### src/rtl/alu_sched_pkg.sv
// Shared widths, opcodes and tag helper for the ALU port scheduler, the ALU and its bench.
package alu_sched_pkg;
    localparam int PORTS     = 4;
    localparam int PORT_W    = 2;
    localparam int CMD_W     = 4;
    localparam int TAG_W     = 2;
    localparam int ALU_TAG_W = PORT_W + TAG_W;
    localparam int NUM_TAGS  = 1 << ALU_TAG_W;

    localparam logic [CMD_W-1:0] OP_NOP = 4'h0;
    localparam logic [CMD_W-1:0] OP_ADD = 4'h1;
    localparam logic [CMD_W-1:0] OP_SUB = 4'h2;
    localparam logic [CMD_W-1:0] OP_AND = 4'h3;
    localparam logic [CMD_W-1:0] OP_OR  = 4'h4;
    localparam logic [CMD_W-1:0] OP_XOR = 4'h5;
    localparam logic [CMD_W-1:0] OP_SHL = 4'h6;
    localparam logic [CMD_W-1:0] OP_SHR = 4'h7;

    // ALU tag: port index in the upper bits so the output stage can route by tag[0:1]
    function automatic logic [ALU_TAG_W-1:0] build_tag(input logic [PORT_W-1:0] port,
                                                       input logic [TAG_W-1:0]  tag);
        return {port, tag};
    endfunction
endpackage

### src/rtl/alu_port_scheduler_if.sv
// Request side (four command ports) and ALU issue/completion side of the port scheduler.
interface alu_port_scheduler_if #(parameter int DW = 32);
    import alu_sched_pkg::*;

    logic [0:PORTS-1]                req_vld;
    logic [0:PORTS-1][0:CMD_W-1]     req_cmd;
    logic [0:PORTS-1][0:DW-1]        req_op1;
    logic [0:PORTS-1][0:DW-1]        req_op2;
    logic [0:PORTS-1][0:TAG_W-1]     req_tag;
    logic [0:PORTS-1]                req_rdy;
    logic                            alu_vld;
    logic [0:CMD_W-1]                alu_cmd;
    logic [0:DW-1]                   alu_op1;
    logic [0:DW-1]                   alu_op2;
    logic [0:ALU_TAG_W-1]            alu_tag;
    logic                            prio_alu_out_vld;
    logic [0:ALU_TAG_W-1]            prio_alu_tag;
    logic                            sched_busy;

    modport slave (
        input  req_vld, req_cmd, req_op1, req_op2, req_tag,
        output req_rdy, alu_vld, alu_cmd, alu_op1, alu_op2, alu_tag,
        output prio_alu_out_vld, prio_alu_tag, sched_busy
    );
    modport master (
        output req_vld, req_cmd, req_op1, req_op2, req_tag,
        input  req_rdy, alu_vld, alu_cmd, alu_op1, alu_op2, alu_tag,
        input  prio_alu_out_vld, prio_alu_tag, sched_busy
    );
endinterface

### src/rtl/alu_sched_delay_line.sv
// Fixed-latency {vld,tag} shift register modelling the ALU pipeline depth; no backpressure.
module alu_sched_delay_line
    import alu_sched_pkg::*;
#(
    parameter int ALU_LAT = 3
) (
    input  logic                 clk_i,
    input  logic                 rst_ni,
    input  logic                 vld_i,
    input  logic [ALU_TAG_W-1:0] tag_i,
    output logic                 vld_o,
    output logic [ALU_TAG_W-1:0] tag_o
);
    localparam int STAGES = ALU_LAT - 1;

    logic [STAGES:0]                vld_pipe;
    logic [STAGES:0][ALU_TAG_W-1:0] tag_pipe;

    always_ff @(posedge clk_i or negedge rst_ni) begin
        if (!rst_ni) begin
            vld_pipe <= '0;
            tag_pipe <= '0;
        end else begin
            vld_pipe[0] <= vld_i;
            tag_pipe[0] <= tag_i;
            for (int s = 1; s <= STAGES; s++) begin
                vld_pipe[s] <= vld_pipe[s-1];
                tag_pipe[s] <= tag_pipe[s-1];
            end
        end
    end

    assign vld_o = vld_pipe[STAGES];
    assign tag_o = tag_pipe[STAGES];
endmodule

### src/rtl/alu_port_scheduler.sv
// Four-port ALU issue scheduler: one slot per port, tag scoreboard, round-robin pick per cycle.
// ALU_SCHED_STRICT_PRIO_EN selects fixed priority port1 > port4 instead of round-robin.
module alu_port_scheduler
    import alu_sched_pkg::*;
#(
    parameter int ALU_LAT = 3,
    parameter int DW      = 32
) (
    input logic                 c_clk,
    input logic                 reset_n,
    alu_port_scheduler_if.slave sched_if
);
    logic [PORTS-1:0]            slot_full_q;
    logic [PORTS-1:0][CMD_W-1:0] slot_cmd_q;
    logic [PORTS-1:0][DW-1:0]    slot_op1_q, slot_op2_q;
    logic [PORTS-1:0][TAG_W-1:0] slot_tag_q;
    logic [NUM_TAGS-1:0]         busy_q, busy_d;
    logic [PORTS-1:0]            elig, grant, rdy, accept;
    logic                        gnt_any;
    logic [PORT_W-1:0]           gnt_idx, arb_start;
    logic                        alu_vld_q;
    logic [CMD_W-1:0]            alu_cmd_q;
    logic [DW-1:0]               alu_op1_q, alu_op2_q;
    logic [ALU_TAG_W-1:0]        alu_tag_q, issue_tag;
    logic                        cmp_vld;
    logic [ALU_TAG_W-1:0]        cmp_tag;

    // A slot whose tag is still in flight sits out; only its own port stalls
    always_comb begin
        elig = '0;
        for (int i = 0; i < PORTS; i++) begin
            elig[i] = slot_full_q[i] & ~busy_q[build_tag(PORT_W'(i), slot_tag_q[i])];
        end
    end

`ifdef ALU_SCHED_STRICT_PRIO_EN
    assign arb_start = '0;
`else
    logic [PORT_W-1:0] rr_q;
    assign arb_start = rr_q;
    always_ff @(posedge c_clk or negedge reset_n) begin
        if (!reset_n)     rr_q <= '0;
        else if (gnt_any) rr_q <= gnt_idx + 1'b1;
    end
`endif

    always_comb begin
        logic [PORT_W-1:0] idx;
        idx     = '0;
        grant   = '0;
        gnt_any = 1'b0;
        gnt_idx = '0;
        for (int k = 0; k < PORTS; k++) begin
            idx = arb_start + PORT_W'(k);
            if (elig[idx] && !gnt_any) begin
                grant[idx] = 1'b1;
                gnt_any    = 1'b1;
                gnt_idx    = idx;
            end
        end
    end

    // Interface vectors are ascending (index 0 = port1), so cross them bit by bit
    always_comb begin
        rdy    = '0;
        accept = '0;
        for (int i = 0; i < PORTS; i++) begin
            rdy[i]              = ~slot_full_q[i] | grant[i];
            accept[i]           = sched_if.req_vld[i] & rdy[i];
            sched_if.req_rdy[i] = rdy[i];
        end
    end

    always_ff @(posedge c_clk or negedge reset_n) begin
        if (!reset_n) begin
            slot_full_q <= '0;
            slot_cmd_q  <= '0;
            slot_op1_q  <= '0;
            slot_op2_q  <= '0;
            slot_tag_q  <= '0;
        end else begin
            for (int i = 0; i < PORTS; i++) begin
                if (accept[i]) begin
                    slot_full_q[i] <= 1'b1;
                    slot_cmd_q[i]  <= sched_if.req_cmd[i];
                    slot_op1_q[i]  <= sched_if.req_op1[i];
                    slot_op2_q[i]  <= sched_if.req_op2[i];
                    slot_tag_q[i]  <= sched_if.req_tag[i];
                end else if (grant[i]) begin
                    slot_full_q[i] <= 1'b0;
                end
            end
        end
    end

    assign issue_tag = build_tag(gnt_idx, slot_tag_q[gnt_idx]);

    // Issue last so a completion and a new issue of the same tag leave it busy
    always_comb begin
        busy_d = busy_q;
        if (cmp_vld) busy_d[cmp_tag]   = 1'b0;
        if (gnt_any) busy_d[issue_tag] = 1'b1;
    end

    always_ff @(posedge c_clk or negedge reset_n) begin
        if (!reset_n) begin
            busy_q    <= '0;
            alu_vld_q <= 1'b0;
            alu_cmd_q <= '0;
            alu_op1_q <= '0;
            alu_op2_q <= '0;
            alu_tag_q <= '0;
        end else begin
            busy_q    <= busy_d;
            alu_vld_q <= gnt_any;
            if (gnt_any) begin
                alu_cmd_q <= slot_cmd_q[gnt_idx];
                alu_op1_q <= slot_op1_q[gnt_idx];
                alu_op2_q <= slot_op2_q[gnt_idx];
                alu_tag_q <= issue_tag;
            end
        end
    end

    alu_sched_delay_line #(.ALU_LAT(ALU_LAT)) u_dly (
        .clk_i  (c_clk),
        .rst_ni (reset_n),
        .vld_i  (alu_vld_q),
        .tag_i  (alu_tag_q),
        .vld_o  (cmp_vld),
        .tag_o  (cmp_tag)
    );

    assign sched_if.alu_vld          = alu_vld_q;
    assign sched_if.alu_cmd          = alu_cmd_q;
    assign sched_if.alu_op1          = alu_op1_q;
    assign sched_if.alu_op2          = alu_op2_q;
    assign sched_if.alu_tag          = alu_tag_q;
    assign sched_if.prio_alu_out_vld = cmp_vld;
    assign sched_if.prio_alu_tag     = cmp_tag;
    assign sched_if.sched_busy       = (|slot_full_q) | (|busy_q);
endmodule

### src/flat_wrapper.sv
// flat-port wrapper written by rule: the top's interface ports become plain ports
module alu_port_scheduler_flat import alu_sched_pkg::*;
#(
    parameter int ALU_LAT = 3,
    parameter int DW      = 32
)
  (c_clk, reset_n, sched_if_req_vld, sched_if_req_cmd, sched_if_req_op1, sched_if_req_op2, sched_if_req_tag, sched_if_req_rdy, sched_if_alu_vld, sched_if_alu_cmd, sched_if_alu_op1, sched_if_alu_op2, sched_if_alu_tag, sched_if_prio_alu_out_vld, sched_if_prio_alu_tag, sched_if_sched_busy);
  alu_port_scheduler_if #(.DW(DW)) sched_if_i ();
  input logic c_clk;
  input logic reset_n;
  input wire logic [$bits(sched_if_i.req_vld)-1:0] sched_if_req_vld;
  input wire logic [$bits(sched_if_i.req_cmd)-1:0] sched_if_req_cmd;
  input wire logic [$bits(sched_if_i.req_op1)-1:0] sched_if_req_op1;
  input wire logic [$bits(sched_if_i.req_op2)-1:0] sched_if_req_op2;
  input wire logic [$bits(sched_if_i.req_tag)-1:0] sched_if_req_tag;
  output wire logic [$bits(sched_if_i.req_rdy)-1:0] sched_if_req_rdy;
  output wire logic [$bits(sched_if_i.alu_vld)-1:0] sched_if_alu_vld;
  output wire logic [$bits(sched_if_i.alu_cmd)-1:0] sched_if_alu_cmd;
  output wire logic [$bits(sched_if_i.alu_op1)-1:0] sched_if_alu_op1;
  output wire logic [$bits(sched_if_i.alu_op2)-1:0] sched_if_alu_op2;
  output wire logic [$bits(sched_if_i.alu_tag)-1:0] sched_if_alu_tag;
  output wire logic [$bits(sched_if_i.prio_alu_out_vld)-1:0] sched_if_prio_alu_out_vld;
  output wire logic [$bits(sched_if_i.prio_alu_tag)-1:0] sched_if_prio_alu_tag;
  output wire logic [$bits(sched_if_i.sched_busy)-1:0] sched_if_sched_busy;
  assign sched_if_i.req_vld = sched_if_req_vld;
  assign sched_if_i.req_cmd = sched_if_req_cmd;
  assign sched_if_i.req_op1 = sched_if_req_op1;
  assign sched_if_i.req_op2 = sched_if_req_op2;
  assign sched_if_i.req_tag = sched_if_req_tag;
  assign sched_if_req_rdy = sched_if_i.req_rdy;
  assign sched_if_alu_vld = sched_if_i.alu_vld;
  assign sched_if_alu_cmd = sched_if_i.alu_cmd;
  assign sched_if_alu_op1 = sched_if_i.alu_op1;
  assign sched_if_alu_op2 = sched_if_i.alu_op2;
  assign sched_if_alu_tag = sched_if_i.alu_tag;
  assign sched_if_prio_alu_out_vld = sched_if_i.prio_alu_out_vld;
  assign sched_if_prio_alu_tag = sched_if_i.prio_alu_tag;
  assign sched_if_sched_busy = sched_if_i.sched_busy;
  alu_port_scheduler #(.ALU_LAT(ALU_LAT), .DW(DW)) u_core (.c_clk(c_clk), .reset_n(reset_n), .sched_if(sched_if_i));
endmodule
### config.mk
export PLATFORM = sky130hd
export DESIGN_NAME = alu_port_scheduler_flat
export DESIGN_NICKNAME = d
export VERILOG_FILES = /design/src/rtl/alu_sched_pkg.sv /design/src/rtl/alu_port_scheduler_if.sv /design/src/rtl/alu_sched_delay_line.sv /design/src/rtl/alu_port_scheduler.sv /design/src/flat_wrapper.sv
export SDC_FILE = /design/constraint.sdc
export NUM_CORES = 1
export LEC_CHECK = 0
export ABC_AREA = 1
export BUFFER_PORTS_ARGS = -buffer_cell sky130_fd_sc_hd__buf_2
export CELL_PAD_IN_SITES_DETAIL_PLACEMENT = 0
export CELL_PAD_IN_SITES_GLOBAL_PLACEMENT = 2
export CORE_UTILIZATION = 32
export DETAILED_ROUTE_END_ITERATION = 7
export PLACE_DENSITY = 0.9
export SLEW_MARGIN = 25
export SYNTH_ARGS = -nofsm -noshare
export SYNTH_HDL_FRONTEND = slang
export SYNTH_SLANG_ARGS = --single-unit
### constraint.sdc
create_clock -name c_clk -period 3.4 [get_ports c_clk]
set_input_delay 0.68 -clock c_clk [delete_from_list [all_inputs] [get_ports c_clk]]
set_output_delay 0.68 -clock c_clk [all_outputs]
set_load 0.01 [all_outputs]
==> impl_metrics.json <==
{
  "outcome": "finished, final reports clean",
  "die_h_um": 238,
  "yosysTopAreaCellShare_pct": 55.0,
  "tightest_slew_ps": 854,
  "fin_worst_skew_ps": 20.1,
  "synth_seq_cells": 390,
  "holdBufCountCts": 0,
  "drive_above_1_share_pct": 23.3,
  "clockBufferDepth": 3,
  "relSlewSlack_pct": 43.1,
  "crit_path_top_delay_cell": "dfrtp_1",
  "synth_flop_cell": "dfrtp_1",
  "wire_per_inst_um": 18.1,
  "final_hold_viol_count": 0,
  "netlist_area_um2": 17700,
  "overflow": 0,
  "crit_buf_inv": 4,
  "start_kind": "register",
  "fin_util_pct": 40.6,
  "std_cell_rows": 85,
  "die_area_um2": 56400,
  "die_x_um": 238,
  "yosysMostFrequentCell": "nand2_1",
  "cp_top_family": "simple AND/OR/NAND/NOR gates",
  "cp.required_ps": 2720,
  "async_reset_ff_share_pct": 100,
  "period_needed_ps": 3260,
  "h-tree-depth": 2,
  "drc": 0,
  "fin_nets": 2775,
  "synth_nets": 2436,
  "grt_pass1_wl_um": 90200,
  "vias": 15400,
  "synth_area_per_cell_um2": 8.30,
  "finalWirelength_um": 59200,
  "yosysWarningCount": 0,
  "ios": 369,
  "viasPerCell": 4.73,
  "cp_data_arrival_time_ps": 2580,
  "cts_sinks": 390,
  "area.growth.synth_to_final_pct": 24.2,
  "endpoint_kind": "primary output",
  "grtUsageTotal_pct": 20.9,
  "reg2reg_setup_slack_ps": 570,
  "placement.io_buffers": 368,
  "dp_hpwl_um": 40700,
  "cpPeakStageDelay_ps": 450,
  "rsz0062_at_grt": "no",
  "cts.clk_slew.worst_paths_ps": 60,
  "cap_violations": 0,
  "synth_common_cells": "nand2_1 (553), dfrtp_1 (390), nand3_1 (244), nor2_1 (220), inv_1 (211)",
  "final-setup-viol-count": 0,
  "grt_pass1_vias": 15400,
  "period_share_pct": 95.7,
  "coreArea_um2": 54300,
  "final_max_slew_viol_count": 0,
  "fin_tns_setup_ps": 0,
  "crit_chain": "nand2_1 -> nand3_1 -> nand2_1 -> nand3_1 -> nand2_2 -> nand2_2 -> nand2_4 -> inv_2 -> nand4_4 -> inv_4 -> nand2_1 -> nand4_2 -> buf_6 -> buf_2",
  "antenna_found_initial": 14,
  "cts_tree": "yes",
  "hp-class": "input pin to async pin",
  "ant_nets": 0,
  "fmax_mhz": 307,
  "synth.distinct_cells": 29,
  "clock_latency_ps": 580,
  "synth_edf_count": 0,
  "yosysSeqAreaShare_pct": 55.0,
  "drt-initial-drc-count": 1157,
  "synth_top_area_cell": "dfrtp_1",
  "gp_congestion": 0.855,
  "critPathMaxFanout": 8,
  "cts_buffers": 44,
  "drt-pass1-iter-count": 6,
  "grt_max_degree": 73,
  "syn_inst": 2139,
  "start_util_pct": 32.7,
  "critical_path_class": "register to primary output",
  "cp_common_cell": "nand2_1",
  "synth_area_leaders": "dfrtp_1 (55%), nand2_1 (12%), nand3_1 (6.9%)",
  "root_buffer": "clkbuf_16"
}
[area by class of cell]
| type | count | area (um^2) |
|---|---|---|
| Fill cell | 5622 | 32300 |
| Sequential cell | 390 | 9760 |
| Multi-Input combinational cell | 1400 | 6490 |
| Timing Repair Buffer | 419 | 2510 |
| Clock buffer | 64 | 1300 |
| Tap cell | 739 | 925 |
| Inverter | 223 | 848 |
| Clock inverter | 17 | 180 |
| Antenna cell | 9 | 22.5 |
[stage by stage]
step | hold WS [ps] | std cells | area, um^2 | setup WS, ps
floorplan | 331 | 2139 | 17700 | 680
global placement | 331 | 3164 | 20500 | 351
detailed placement | 337 | 3164 | 20500 | 241
CTS | 114 | 3246 | 22000 | 10.8
global route | 126 | 3257 | 22000 | 0.855
finish | 81.3 | 3261 | 22000 | 145
[worst reg2reg max path: stages, from the launching register on]
cell and delay [ps]:
dfrtp_1 410, inv_2 100, nand2_1 50, nand3_1 70, nand2_1 130, nand3_1 140
nand3_1 90, nand2_2 140, inv_2 90, a21oi_1 170, nand2_2 180, nand2_8 130
buf_4 350, nand2_1 150, nand2_1 90, nand2_1 40, nand2_1 230, nand3_1 110
nand2_1 80
[registers in the layout, indices dropped and copies added, names as in the netlist, 8 cells and up]
signal                   count
u_core.busy_q               16
u_core.slot_op2_q          128
u_core.u_dly.tag_pipe        8
u_core.sched_if.alu_op1     32
u_core.slot_op1_q          128
u_core.slot_cmd_q           16
u_core.sched_if.alu_op2     32
u_core.slot_tag_q            8
[layout by cell type (no fill, tap or decap), types with 2 or more instances in the layout]
| cell | instances |
|---|---|
| o21ai_0 | 41 |
| nor2_1 | 220 |
| a22oi_1 | 2 |
| clkbuf_16 | 46 |
| bufinv_16 | 3 |
| buf_2 | 367 |
| nor4_1 | 5 |
| buf_12 | 22 |
| a21oi_1 | 200 |
| ha_1 | 11 |
| inv_4 | 4 |
| nand3_1 | 243 |
| a21oi_2 | 50 |
| o21ai_1 | 42 |
| o31ai_1 | 4 |
| clkinvlp_4 | 2 |
| inv_1 | 210 |
| nand2_1 | 547 |
| clkbuf_8 | 8 |
| nor2_2 | 2 |
| dfrtp_2 | 2 |
| buf_4 | 28 |
| dfrtp_1 | 388 |
| clkbuf_1 | 10 |
| nand4_1 | 2 |
| nand2_2 | 12 |
| nand3_2 | 3 |
| inv_2 | 8 |
| diode_2 | 9 |
| nand2_4 | 8 |
| clkinv_2 | 11 |
| nand4_2 | 2 |
[what timing repair did]
action	CTS	global route
gates resized for setup	5	7
setup endpoints to repair	4	4
cloned	0	0
pin swaps	0	4
setup buffers	1	6
[layer usage]
metal | global-route usage [%] | vias to the layer above | share of wire (%)
li1 | - | 7456 | -
met1 | 28.9 | 7426 | 45
met2 | 33.1 | 451 | 46
met3 | 3.79 | 89 | 6.4
met4 | 6.84 | 10 | 2.2
met5 | 0 | - | 0.12
[worst paths after layout]
| kind | from | to | depth (start not counted) |
|---|---|---|---|
| min in group c_clk | sched_if_req_op2[7] | u_core.slot_op2_q[103] | 3 |
| setup reg to reg | u_core.slot_tag_q[6] | u_core.busy_q[7] | 18 |
| hold / removal | reset_n | u_core.slot_op1_q[62] | 1 |
| max in group asynchronous | reset_n | u_core.slot_op1_q[14] | 2 |
| hold reg to reg | u_core.u_dly.tag_pipe[2] | u_core.u_dly.tag_pipe[6] | 0 |
| setup / recovery | u_core.busy_q[15] | sched_if_req_rdy[3] | 14 |
[cells by family (layout without fill, tap and decap cells)]
| logic type | count (synthesis) | count (layout) | share of synthesized area (%) |
|---|---|---|---|
| other cells | 0 | 9 | 0 |
| buf+inv | 349 | 723 | 8.83 |
| simple gates | 1048 | 1048 | 24.6 |
| flops | 390 | 390 | 55.0 |
| compound gates | 341 | 341 | 10.8 |
| fa+ha+maj | 11 | 11 | 0.776 |
Power is not shown: default switching activity piles up to over one toggle a cycle in this logic, so the estimate is an artifact.
